--- src/rtl/program_loader.sv ---
// Host-side program loader: collects a big-endian byte stream into a word buffer,
// streams it into CPU instruction memory on back-to-back cycles, then restarts the CPU.
module program_loader #(
  parameter int WORD_COUNT = 32,
  parameter int CNT_W      = 6
) (
  input  logic             clk,
  input  logic             Reset,
  input  logic             start,
  input  logic [CNT_W-1:0] len,
  input  logic [7:0]       byte_in,
  input  logic             byte_valid,
  output logic             byte_ready,
  output logic [31:0]      Instruction,
  output logic             LoadInstructions,
  output logic             cpu_reset,
  output logic             busy,
  output logic             done,
  output logic             err,
  output logic [CNT_W-1:0] words_loaded
);

  localparam int AW = (WORD_COUNT > 1) ? $clog2(WORD_COUNT) : 1;

  typedef enum logic [2:0] {
    IDLE, HOLD, COLLECT, RELEASE, STREAM, RESTART, RUN
  } state_t;

  state_t           state, state_nxt;
  logic [CNT_W-1:0] n_q;        // latched program length
  logic [CNT_W-1:0] wcnt;       // words collected
  logic [CNT_W-1:0] idx;        // stream index
  logic [1:0]       bcnt;       // byte position within current word
  logic [23:0]      asm_q;      // first three bytes of the word in flight
  logic             first_run;
  logic [31:0]      mem [WORD_COUNT];

  logic len_ok, start_ok, take, word_done, last_word, last_idx;

  assign len_ok    = (len != '0) && (len <= CNT_W'(WORD_COUNT));
  assign start_ok  = start && len_ok && (state == IDLE || state == RUN);
  assign take      = byte_ready && byte_valid;
  assign word_done = take && (bcnt == 2'd3);
  assign last_word = word_done && (wcnt == n_q - 1'b1);
  assign last_idx  = (idx == n_q - 1'b1);

  always_ff @(posedge clk or negedge Reset) begin
    if (!Reset) state <= IDLE;
    else        state <= state_nxt;
  end

  always_comb begin
    state_nxt        = state;
    byte_ready       = 1'b0;
    LoadInstructions = 1'b0;
    cpu_reset        = 1'b1;
    busy             = 1'b0;
    done             = 1'b0;
    err              = 1'b0;
    Instruction      = '0;
    case (state)
      IDLE: begin
        if (start) begin
          if (len_ok) state_nxt = HOLD;
          else        err       = 1'b1;
        end
      end
      HOLD: begin
        busy      = 1'b1;
        state_nxt = COLLECT;
      end
      COLLECT: begin
        busy       = 1'b1;
        byte_ready = 1'b1;
        if (last_word) state_nxt = RELEASE;
      end
      RELEASE: begin
        busy      = 1'b1;
        state_nxt = STREAM;
      end
      STREAM: begin
        busy             = 1'b1;
        cpu_reset        = 1'b0;
        LoadInstructions = 1'b1;
        Instruction      = mem[idx[AW-1:0]];
        if (last_idx) state_nxt = RESTART;
      end
      RESTART: begin
        busy      = 1'b1;
        state_nxt = RUN;
      end
      RUN: begin
        cpu_reset = 1'b0;
        done      = first_run;
        // a valid start here begins a reload; the CPU goes back into reset in HOLD
        if (start) begin
          if (len_ok) state_nxt = HOLD;
          else        err       = 1'b1;
        end
      end
      default: state_nxt = IDLE;
    endcase
  end

  always_ff @(posedge clk or negedge Reset) begin
    if (!Reset) begin
      n_q          <= '0;
      wcnt         <= '0;
      idx          <= '0;
      bcnt         <= '0;
      asm_q        <= '0;
      words_loaded <= '0;
      first_run    <= 1'b0;
    end else begin
      first_run <= (state == RESTART);
      if (start_ok) begin
        n_q  <= len;
        wcnt <= '0;
        bcnt <= '0;
      end
      if (state == COLLECT && take) begin
        if (bcnt == 2'd3) begin
          bcnt <= '0;
          wcnt <= wcnt + 1'b1;
        end else begin
          asm_q <= {asm_q[15:0], byte_in};
          bcnt  <= bcnt + 1'b1;
        end
      end
      if (state == RELEASE) idx <= '0;
      if (state == STREAM)  idx <= idx + 1'b1;
      if (state == RESTART) words_loaded <= n_q;
    end
  end

  // buffer is storage only; reset leaves contents untouched
  always_ff @(posedge clk) begin
    if (state == COLLECT && word_done) mem[wcnt[AW-1:0]] <= {asm_q, byte_in};
  end

endmodule

--- config.mk ---
export PLATFORM = sky130hd
export DESIGN_NAME = program_loader
export DESIGN_NICKNAME = d
export VERILOG_FILES = /design/src/rtl/program_loader.sv
export SDC_FILE = /design/constraint.sdc
export NUM_CORES = 1
export LEC_CHECK = 0
export CORE_MARGIN = 8
export CORE_UTILIZATION = 50
export CTS_CLUSTER_DIAMETER = 60
export DETAILED_ROUTE_END_ITERATION = 10
export GPL_TIMING_DRIVEN = 0
export HOLD_SLACK_MARGIN = 0.06
export PLACE_DENSITY = 0.66
export SETUP_SLACK_MARGIN = 0.1
export SKIP_CTS_REPAIR_TIMING = 1
export SLEW_MARGIN = 20
export SYNTH_ARGS = -nofsm -noshare
export SYNTH_HDL_FRONTEND = slang
export SYNTH_SLANG_ARGS = --single-unit
export TNS_END_PERCENT = 10
--- constraint.sdc ---
create_clock -name clk -period 8.24 [get_ports clk]
set_input_delay 1.648 -clock clk [delete_from_list [all_inputs] [get_ports clk]]
set_output_delay 1.648 -clock clk [all_outputs]
set_load 0.01 [all_outputs]
# [After elaboration in Yosys (flattened, before gate mapping)]
# Memory sizes are Yosys's and may differ from the RTL's.
# Cells that the tools add are included.
[totals] n_memories=1 mem_bits_rw=1024 romBits=0 regBits=54 wordCells=70 latchBits=0 inputBits=18
[classes] mux=24 eq_ne=13 mul=0 shifts=0 n_bitwise=1 reduce_logical=18 n_lt_le_gt_ge=1 n_addsub=4 div=0
[mem_list] memory="mem" words=32 word_bits=32 rd=1 rd_ports_with_merged_regs=0 write_ports=1 line_no="36" text="logic [31:0] mem [WORD_COUNT];"
[op_table] cell="32-bit 2-to-1 mux" n=1
[op_table] cell="6-bit 2-to-1 mux" n=5
[op_table] cell="3-bit one-hot mux with 6 select lines" n=1
[op_table] cell="6-bit by 1-bit adder with 6-bit output (second input constant)" n=2
[op_table] cell="6-bit equality test" n=2
[op_table] cell="3-bit 2-to-1 mux" n=4
[op_table] cell="1-bit 2-to-1 mux" n=10
[op_table] cell="3-bit equality test (second input constant)" n=3
[op_table] cell="1-bit logical AND" n=8
[op_table] cell="3-bit by 2-bit equality test with 1-bit output (second input constant)" n=2
[op_table] cell="6-bit <= comparator (second input constant)" n=1
[op_table] cell="2-bit 2-to-1 mux" n=3
[op_table] cell="6-bit nonzero test" n=1
[op_table] cell="6-bit by 1-bit subtractor with 6-bit output (second input constant)" n=1
[op_table] cell="5-bit OR reduction" n=1
[op_table] cell="2-bit by 1-bit inequality test with 1-bit output (second input constant)" n=2
[op_table] cell="2-bit inequality test (second input constant)" n=2
[op_table] cell="4-bit AND reduction" n=1
[op_table] cell="2-bit nonzero test" n=2
[op_table] cell="2-bit OR reduction" n=2
[op_table] cell="3-bit by 1-bit equality test with 1-bit output (second input constant)" n=1
[op_table] cell="3-bit logical NOT" n=1
[op_table] cell="2-bit by 1-bit adder with 2-bit output (second input constant)" n=1
[op_table] cell="2-bit equality test (second input constant)" n=1
[op_table] cell="other kinds (3)" n=3

# [Depth between registers and ports, before layout]
# Gate-level depths: netlist (run 1).
[logic_depth] depth_word=7 ltp_mapped=9

# [Least setup slack after synthesis (run 1)]
# No wires, ideal clock.
[synth_timing] path_kind="in2out" start="in len[0]" end="out err" stages=3 slack_ns=3.762 arrival_time_ns=2.830 path_cell_list="or4_1 -> or3_1 -> a21boi_0"
[synth_between] elab_chain_len=5 elab_cells_between_ends=6
[synth_lines] item="from (decl)" line_no="10" text="input logic [CNT_W-1:0] len,"
[synth_lines] item="6-bit <= comparator or 6-bit nonzero test (tied branches)" line_no="40" text="assign len_ok = (len != '0) && (len <= CNT_W'(WORD_COUNT));"
[synth_lines] item="1-bit logical AND *" line_no="40"
[synth_lines] item="1-bit 2-to-1 mux *" line_no="64, 97"
[synth_lines] item="1-bit 2-to-1 mux *" line_no="63" text="if (start) begin"
[synth_lines] item="1-bit 2-to-1 mux *"
[synth_lines] item="to (decl)" line_no="19" text="output logic err,"
# Mark *: on every way between the ends. The rest lies on a longest branch, timed or not.

# [Worst setup path in the final report (run 1)]
[layout_timing] start="reg idx[1]" end="out Instruction[14]"
[layout_between] elab_chain_len=2
[layout_lines] item="from (decl)" line_no="32" text="logic [CNT_W-1:0] idx;"
[layout_lines] item="from (signal assigned)" line_no="131" text="if (state == STREAM) idx <= idx + 1'b1;"
[layout_lines] item="memory read 32 x 32 bit"
[layout_lines] item="32-bit 2-to-1 mux" line_no="61" text="case (state)"
[layout_lines] item="to (decl)" line_no="14" text="output logic [31:0] Instruction,"
# No other way between the ends.

==> results.sh, run 1 <==
export IMPL_status="finished, final reports clean"
export IMPL_overflow=0
export IMPL_fillers=5940
export IMPL_async_flop_share=0.05009
export IMPL_min_path_cells=2
export IMPL_p_leak_uw=0.01519
export IMPL_synth_seq_cells=1078
export IMPL_grt_setup_unrepaired="no"
export IMPL_clkPwrFrac=0.304
export IMPL_start_util=0.5024
export IMPL_grtUsageTotal=0.2064
export IMPL_clockBufferDepth=3
export IMPL_clkLatencyLatePin_ps=650
export IMPL_h_tree_depth=3
export IMPL_internal_power_uw=10790
export IMPL_vias=20190
export IMPL_synth_avg_cell_area_um2=21.35
export IMPL_die_x_um=305.3
export IMPL_drtIter0Drc=2185
export IMPL_min_delay_start="words_loaded[1]"
export IMPL_wirelength_mm=96.91
export IMPL_hp_class="reg -> reg"
export IMPL_end_kind="output port"
export IMPL_critPathLaunchType="register"
export IMPL_finalHoldViolations=0
export IMPL_synth_area_leaders="edfxtp_1 (73%), mux4_2 (12%), dfrtp_1 (3.2%)"
export IMPL_mappedNetlistArea_mm2=0.04185
export IMPL_max_freq_mhz=156.7
export IMPL_cp_required_ps=6590
export IMPL_io_pins=62
export IMPL_p_switching_uw=4225
export IMPL_portBuffers=61
export IMPL_ant_nets=0
export IMPL_syn_to_final_growth_pct=14.56
export IMPL_setup_violations_final=0
export IMPL_layout_drive_gt1_share=0.2743
export IMPL_cts_sinks=1078
export IMPL_drt_vias_per_instance=6.098
export IMPL_path_class="reg -> out"
export IMPL_tightest_slew_ps=1112
export IMPL_final_seq_area_mm2=0.03213
export IMPL_cp_startpoint="idx[1]"
export IMPL_r2r_start="state[2]"
export IMPL_min_period_ps=6381
export IMPL_antenna_found_initial=1
export IMPL_slew_headroom=0.2586
export IMPL_worstPathMaxFanout=10
export IMPL_drc=0
export IMPL_ys_flop_type="edfxtp_1"
export IMPL_yosysWarnings=0
export IMPL_skew_ps=15.06
export IMPL_grt_pass1_vias=21060
export IMPL_dp_hpwl_mm=61.90
export IMPL_root_buffer="clkbuf_16"
export IMPL_routedWlPerCell_um=29.27
export IMPL_cap_violations=0
export IMPL_slew_viol_final=0
export IMPL_pwr_share_seq=0.490
export IMPL_core_mm2=0.08329
export IMPL_die_y_um=305.3
export IMPL_synth_cell_types=45
export IMPL_fp_dieArea_mm2=0.09320
export IMPL_routabilityCongestion=0.7986
export IMPL_sw_frac_of_total=0.2815
export IMPL_irDropWorstVdd_v=0.0001588
export IMPL_grt_first_pass_wirelength_mm=141.7
export IMPL_ys_seq_area_frac=0.7671
export IMPL_synth_edf_count=1024
export IMPL_synth_area_leader_cell="edfxtp_1"
export IMPL_cts_buffers=101
export IMPL_syn_inst=1960
export IMPL_final_nets=2181
export IMPL_rows=106
export IMPL_fin_crit_sh=0.7744
export IMPL_comb_power_share=0.206
export IMPL_arrival_ps=4730
export IMPL_postLayoutCellArea_mm2=0.04794
export IMPL_synth_nets=1985
export IMPL_p_per_area_mw_per_mm2=313.1
export IMPL_setup_tns_ps=0
export IMPL_path_clk_slew_ps=60
export IMPL_grt_max_degree=55
export IMPL_drt_pre_antenna_iters=5
export IMPL_dpl_cell_area_mm2=0.04474
export IMPL_rr_worst_depth=7
export IMPL_antennaDiodeCount=0
export IMPL_cts_tree="done"
export IMPL_multi_input_area_mm2=0.009418
export IMPL_yosysTopAreaCellShare=0.7348
[cell usage after synthesis, types with 33 or more instances]
master / instances
mux2_2: 94
dfrtp_1: 54
mux2i_1: 98
clkbuf_1: 44
edfxtp_1: 1024
nor2_1: 74
o21ai_0: 39
buf_2: 45
and3_1: 35
mux4_2: 224
a21oi_1: 34
a22o_1: 33
[kinds of logic after synthesis]
| logic type | Yosys count | share of synthesized area |
|---|---|---|
| AOI/OAI and AO/OA | 152 | 0.02290 |
| adders and majority gates | 7 | 0.002093 |
| DFF | 1078 | 0.7671 |
| buffers and inverters | 115 | 0.01355 |
| muxes | 420 | 0.1704 |
| and+or+nand+nor | 168 | 0.01944 |
| xor gates and xnor gates | 20 | 0.004515 |
[cell usage in the layout (no fill, tap or decap), types with 4 or more instances in the layout]
cell type        instances
inv_6                    5
mux2_2                  94
nand2_1                 21
a21oi_1                 34
dfrtp_1                 33
xor2_1                   6
mux2_1                   4
dfrtp_2                 21
a22o_1                  33
o22ai_1                 32
and3_1                  35
buf_6                    9
buf_1                    5
o21ai_0                 39
buf_4                    4
nand3_1                 10
bufinv_16               11
xnor2_1                 13
clkbuf_1                62
inv_1                    7
buf_16                   9
clkdlybuf4s50_1         52
buf_12                  23
edfxtp_1              1024
nor2_4                  32
ha_1                     7
clkinv_1                22
clkbuf_16              102
mux2i_1                 98
nor2_1                  42
clkinv_2                16
buf_2                   53
nand4_1                  5
mux4_2                 224
[layer usage]
metal | vias to the layer above | GRT usage | part of all wire
li1 | 8510 | - | -
met1 | 10830 | 0.2782 | 0.40
met2 | 705 | 0.3500 | 0.51
met3 | 140 | 0.03325 | 0.065
met4 | 0 | 0.05897 | 0.024
met5 | - | 0 | 0
[layout make-up]
cell class,instances,share of cell area
repair buffers,93,0.02662
clock buffers,120,0.05466
clock inverters,58,0.01201
flip-flops and latches,1078,0.6702
inverters,7,0.0005481
plain buffers,108,0.01133
well taps,1080,0.02819
multi-input cells,767,0.1965
[metrics by stage]
step	util	hold slack (ps)	worst slack, ps	power, uW	instances
global placement	0.5260	472.3	1863	10490	3101
CTS	0.5756	498.1	1833	15120	3311
floorplan	-	453.9	3762	9261	1960
global route	0.5755	517.5	1670	15520	3311
finish	0.5755	497.6	1859	15010	3311
detailed placement	0.5372	484.4	2557	10610	3133
[final timing paths]
kind | endpoint | slack [ps]
setup / recovery | Instruction[14] | 1860
hold / removal | words_loaded[1] | 500
setup reg to reg | mem[15][3] | 4740
hold reg to reg | words_loaded[1] | 500
max in group asynchronous | asm_q[3] | 6660
min in group asynchronous | words_loaded[2] | 1050
[worst max-delay path: stages (launching register included)]
cell             delay [ps]
dfrtp_1                 400
buf_2                   270
buf_2                   330
clkbuf_1                630
nor2_1                  380
clkbuf_1                410
a22o_1                  300
o21ai_0                 420
and3_1                  350
clkdlybuf4s50_1         580
[sequential cells by signal (all words and copies together), names as in the netlist, 2 cells and up]
name          cells
bcnt              2
state             3
mem            1024
wcnt              6
asm_q            24
n_q               6
idx               6
words_loaded      6
[power groups by stage]
stage	Clock, uW	Sequential, uW	Combinational [uW]
after floorplan	0	7130	2140
after global placement	0	7410	3080
after detailed placement	0	7480	3130
after CTS	4610	7370	3140
after global routing	4820	7420	3290
final	4560	7360	3090
(Power assumes the default switching activity.)
==> run 2, diff against run 1 <==
==> constraint.sdc (replaced) <==
create_clock -name clk -period 6.1 [get_ports clk]
set_input_delay 1.22 -clock clk [delete_from_list [all_inputs] [get_ports clk]]
set_output_delay 1.22 -clock clk [all_outputs]
set_load 0.01 [all_outputs]
==> results.sh, run 2 (synthesis results as in run 1) <==
export IMPL_status="finished, final reports clean"
export IMPL_wirelength_mm=96.88
export IMPL_arrival_ps=4400
export IMPL_cp_required_ps=4880
export IMPL_die_y_um=305.3
export IMPL_grt_first_pass_wirelength_mm=141.7
export IMPL_start_util=0.5024
export IMPL_p_leak_uw=0.01520
export IMPL_portBuffers=61
export IMPL_largest_reg_flops=1024
export IMPL_dp_hpwl_mm=61.90
export IMPL_overflow=0
export IMPL_layout_drive_gt1_share=0.2748
export IMPL_antenna_found_initial=1
export IMPL_cp_common_cell="buf_2"
export IMPL_grt_setup_unrepaired="no"
export IMPL_irDropWorstVdd_v=0.0002153
export IMPL_layout_commonest_cell="edfxtp_1"
export IMPL_clkLatencyLatePin_ps=650
export IMPL_routabilityCongestion=0.7986
export IMPL_slew_headroom=0.2584
export IMPL_critPathLaunchType="register"
export IMPL_io_pins=62
export IMPL_path_class="reg -> out"
export IMPL_ant_nets=0
export IMPL_vias=20180
export IMPL_clockBufferDepth=3
export IMPL_drtIter0Drc=2186
export IMPL_drc=0
export IMPL_antennaDiodeCount=0
export IMPL_setup_violations_final=0
export IMPL_h_tree_depth=3
export IMPL_mostFrequentLayoutCells="edfxtp_1 (1024), mux4_2 (224), clkbuf_16 (102), mux2i_1 (98), mux2_2 (94)"
export IMPL_drt_pre_antenna_iters=5
export IMPL_drt_vias_per_instance=6.095
export IMPL_p_per_area_mw_per_mm2=423.0
export IMPL_fp_dieArea_mm2=0.09320
export IMPL_tightest_slew_ps=1112
export IMPL_cts_tree="done"
export IMPL_slew_viol_final=0
export IMPL_min_period_ps=5622
export IMPL_max_freq_mhz=177.9
export IMPL_cts_buffers=101
export IMPL_syn_to_final_growth_pct=14.56
export IMPL_grt_pass1_vias=21060
export IMPL_crit_slowest_cell="clkdlybuf4s50_1"
export IMPL_finalHoldViolations=0
export IMPL_hp_class="reg -> reg"
export IMPL_worstPathMaxFanout=10
export IMPL_cap_violations=0
export IMPL_core_mm2=0.08329
export IMPL_grtUsageTotal=0.2064
export IMPL_cp_slowest_stage_delay_ps=580
export IMPL_root_buffer="clkbuf_16"
export IMPL_fin_crit_sh=0.9217
export IMPL_routedWlPerCell_um=29.26
export IMPL_die_x_um=305.3
export IMPL_grt_max_degree=55
export IMPL_final_nets=2181
export IMPL_final_core_util=0.5756
export IMPL_path_clk_slew_ps=60
export IMPL_setup_tns_ps=0
export IMPL_rows=106
export IMPL_crit_chain="buf_2 -> buf_2 -> clkbuf_2 -> nand2b_1 -> clkbuf_1 -> o22ai_1 -> o21ai_0 -> and3_1 -> clkdlybuf4s50_1"
export IMPL_skew_ps=15.58
export IMPL_cts_sinks=1078
export IMPL_end_kind="output port"
==> run 2: changes by cell type in the layout (fill, tap and decap cells not counted) <==
| cell | previous run | this run |
|---|---|---|
| clkbuf_1 | 62 | 61 |
| clkbuf_2 | 2 | 3 |
==> run 2: through the flow <==
stage	cells	hold WS, ps	area (um^2)	power, uW	setup slack (ps)
2_1_floorplan	1960	453.9	41850	12510	2478
3_3_place_gp	3101	472.3	43810	14170	150.8
3_5_place_dp	3133	484.4	44740	14330	845.1
4_1_cts	3311	498.1	47940	20420	120.8
5_1_grt	3311	517.5	47940	20970	262.5
6_report	3311	497.6	47940	20280	477.8
==> run 2: worst paths after layout <==
path                            slack [ps]             from  depth (start not counted)              end
worst min register to register         500  words_loaded[1]                          2  words_loaded[1]
worst max-delay path                   480           idx[1]                          9  Instruction[12]
max in group asynchronous             4950            Reset                          1         asm_q[3]
min in group asynchronous              620            Reset                          1  words_loaded[2]
worst max register to register        2600         state[2]                          7       mem[15][3]
worst min-delay path                   500  words_loaded[1]                          2  words_loaded[1]
==> run 2: worst max-delay path: cells and delay by family, from the launching register on <==
family	cells	cell delay [ps]
buffers and inverters	5	1900
AO/OA/AOI/OAI	2	630
AND/OR/NAND/NOR	2	790
flip-flops	1	420
==> run 2: area by class of cell <==
class                           instances  area, um^2
Multi-Input combinational cell        767        9418
Inverter                                7       26.28
Fill cell                            5940       35350
Sequential cell                      1078       32130
Clock buffer                          120        2620
Buffer                                108       544.3
Timing Repair Buffer                   93        1276
Clock inverter                         58       575.6
Tap cell                             1080        1351
==> run 2: layer usage <==
| metal | GRT usage | up-vias | routed length [um] |
|---|---|---|---|
| met4 | 0.05897 | 0 | 2331 |
| li1 | - | 8510 | - |
| met2 | 0.3500 | 713 | 49120 |
| met5 | 0 | - | 0 |
| met1 | 0.2782 | 10820 | 38970 |
| met3 | 0.03325 | 142 | 6456 |
==> run 2: report_power, final <==
group / internal [uW] / leakage [uW] / total, uW / switching [uW]
combinational: 2020 / 0.00375 / 4180 / 2160
sequential: 9030 / 0.00989 / 9940 / 908
clock: 3520 / 0.00156 / 6160 / 2640
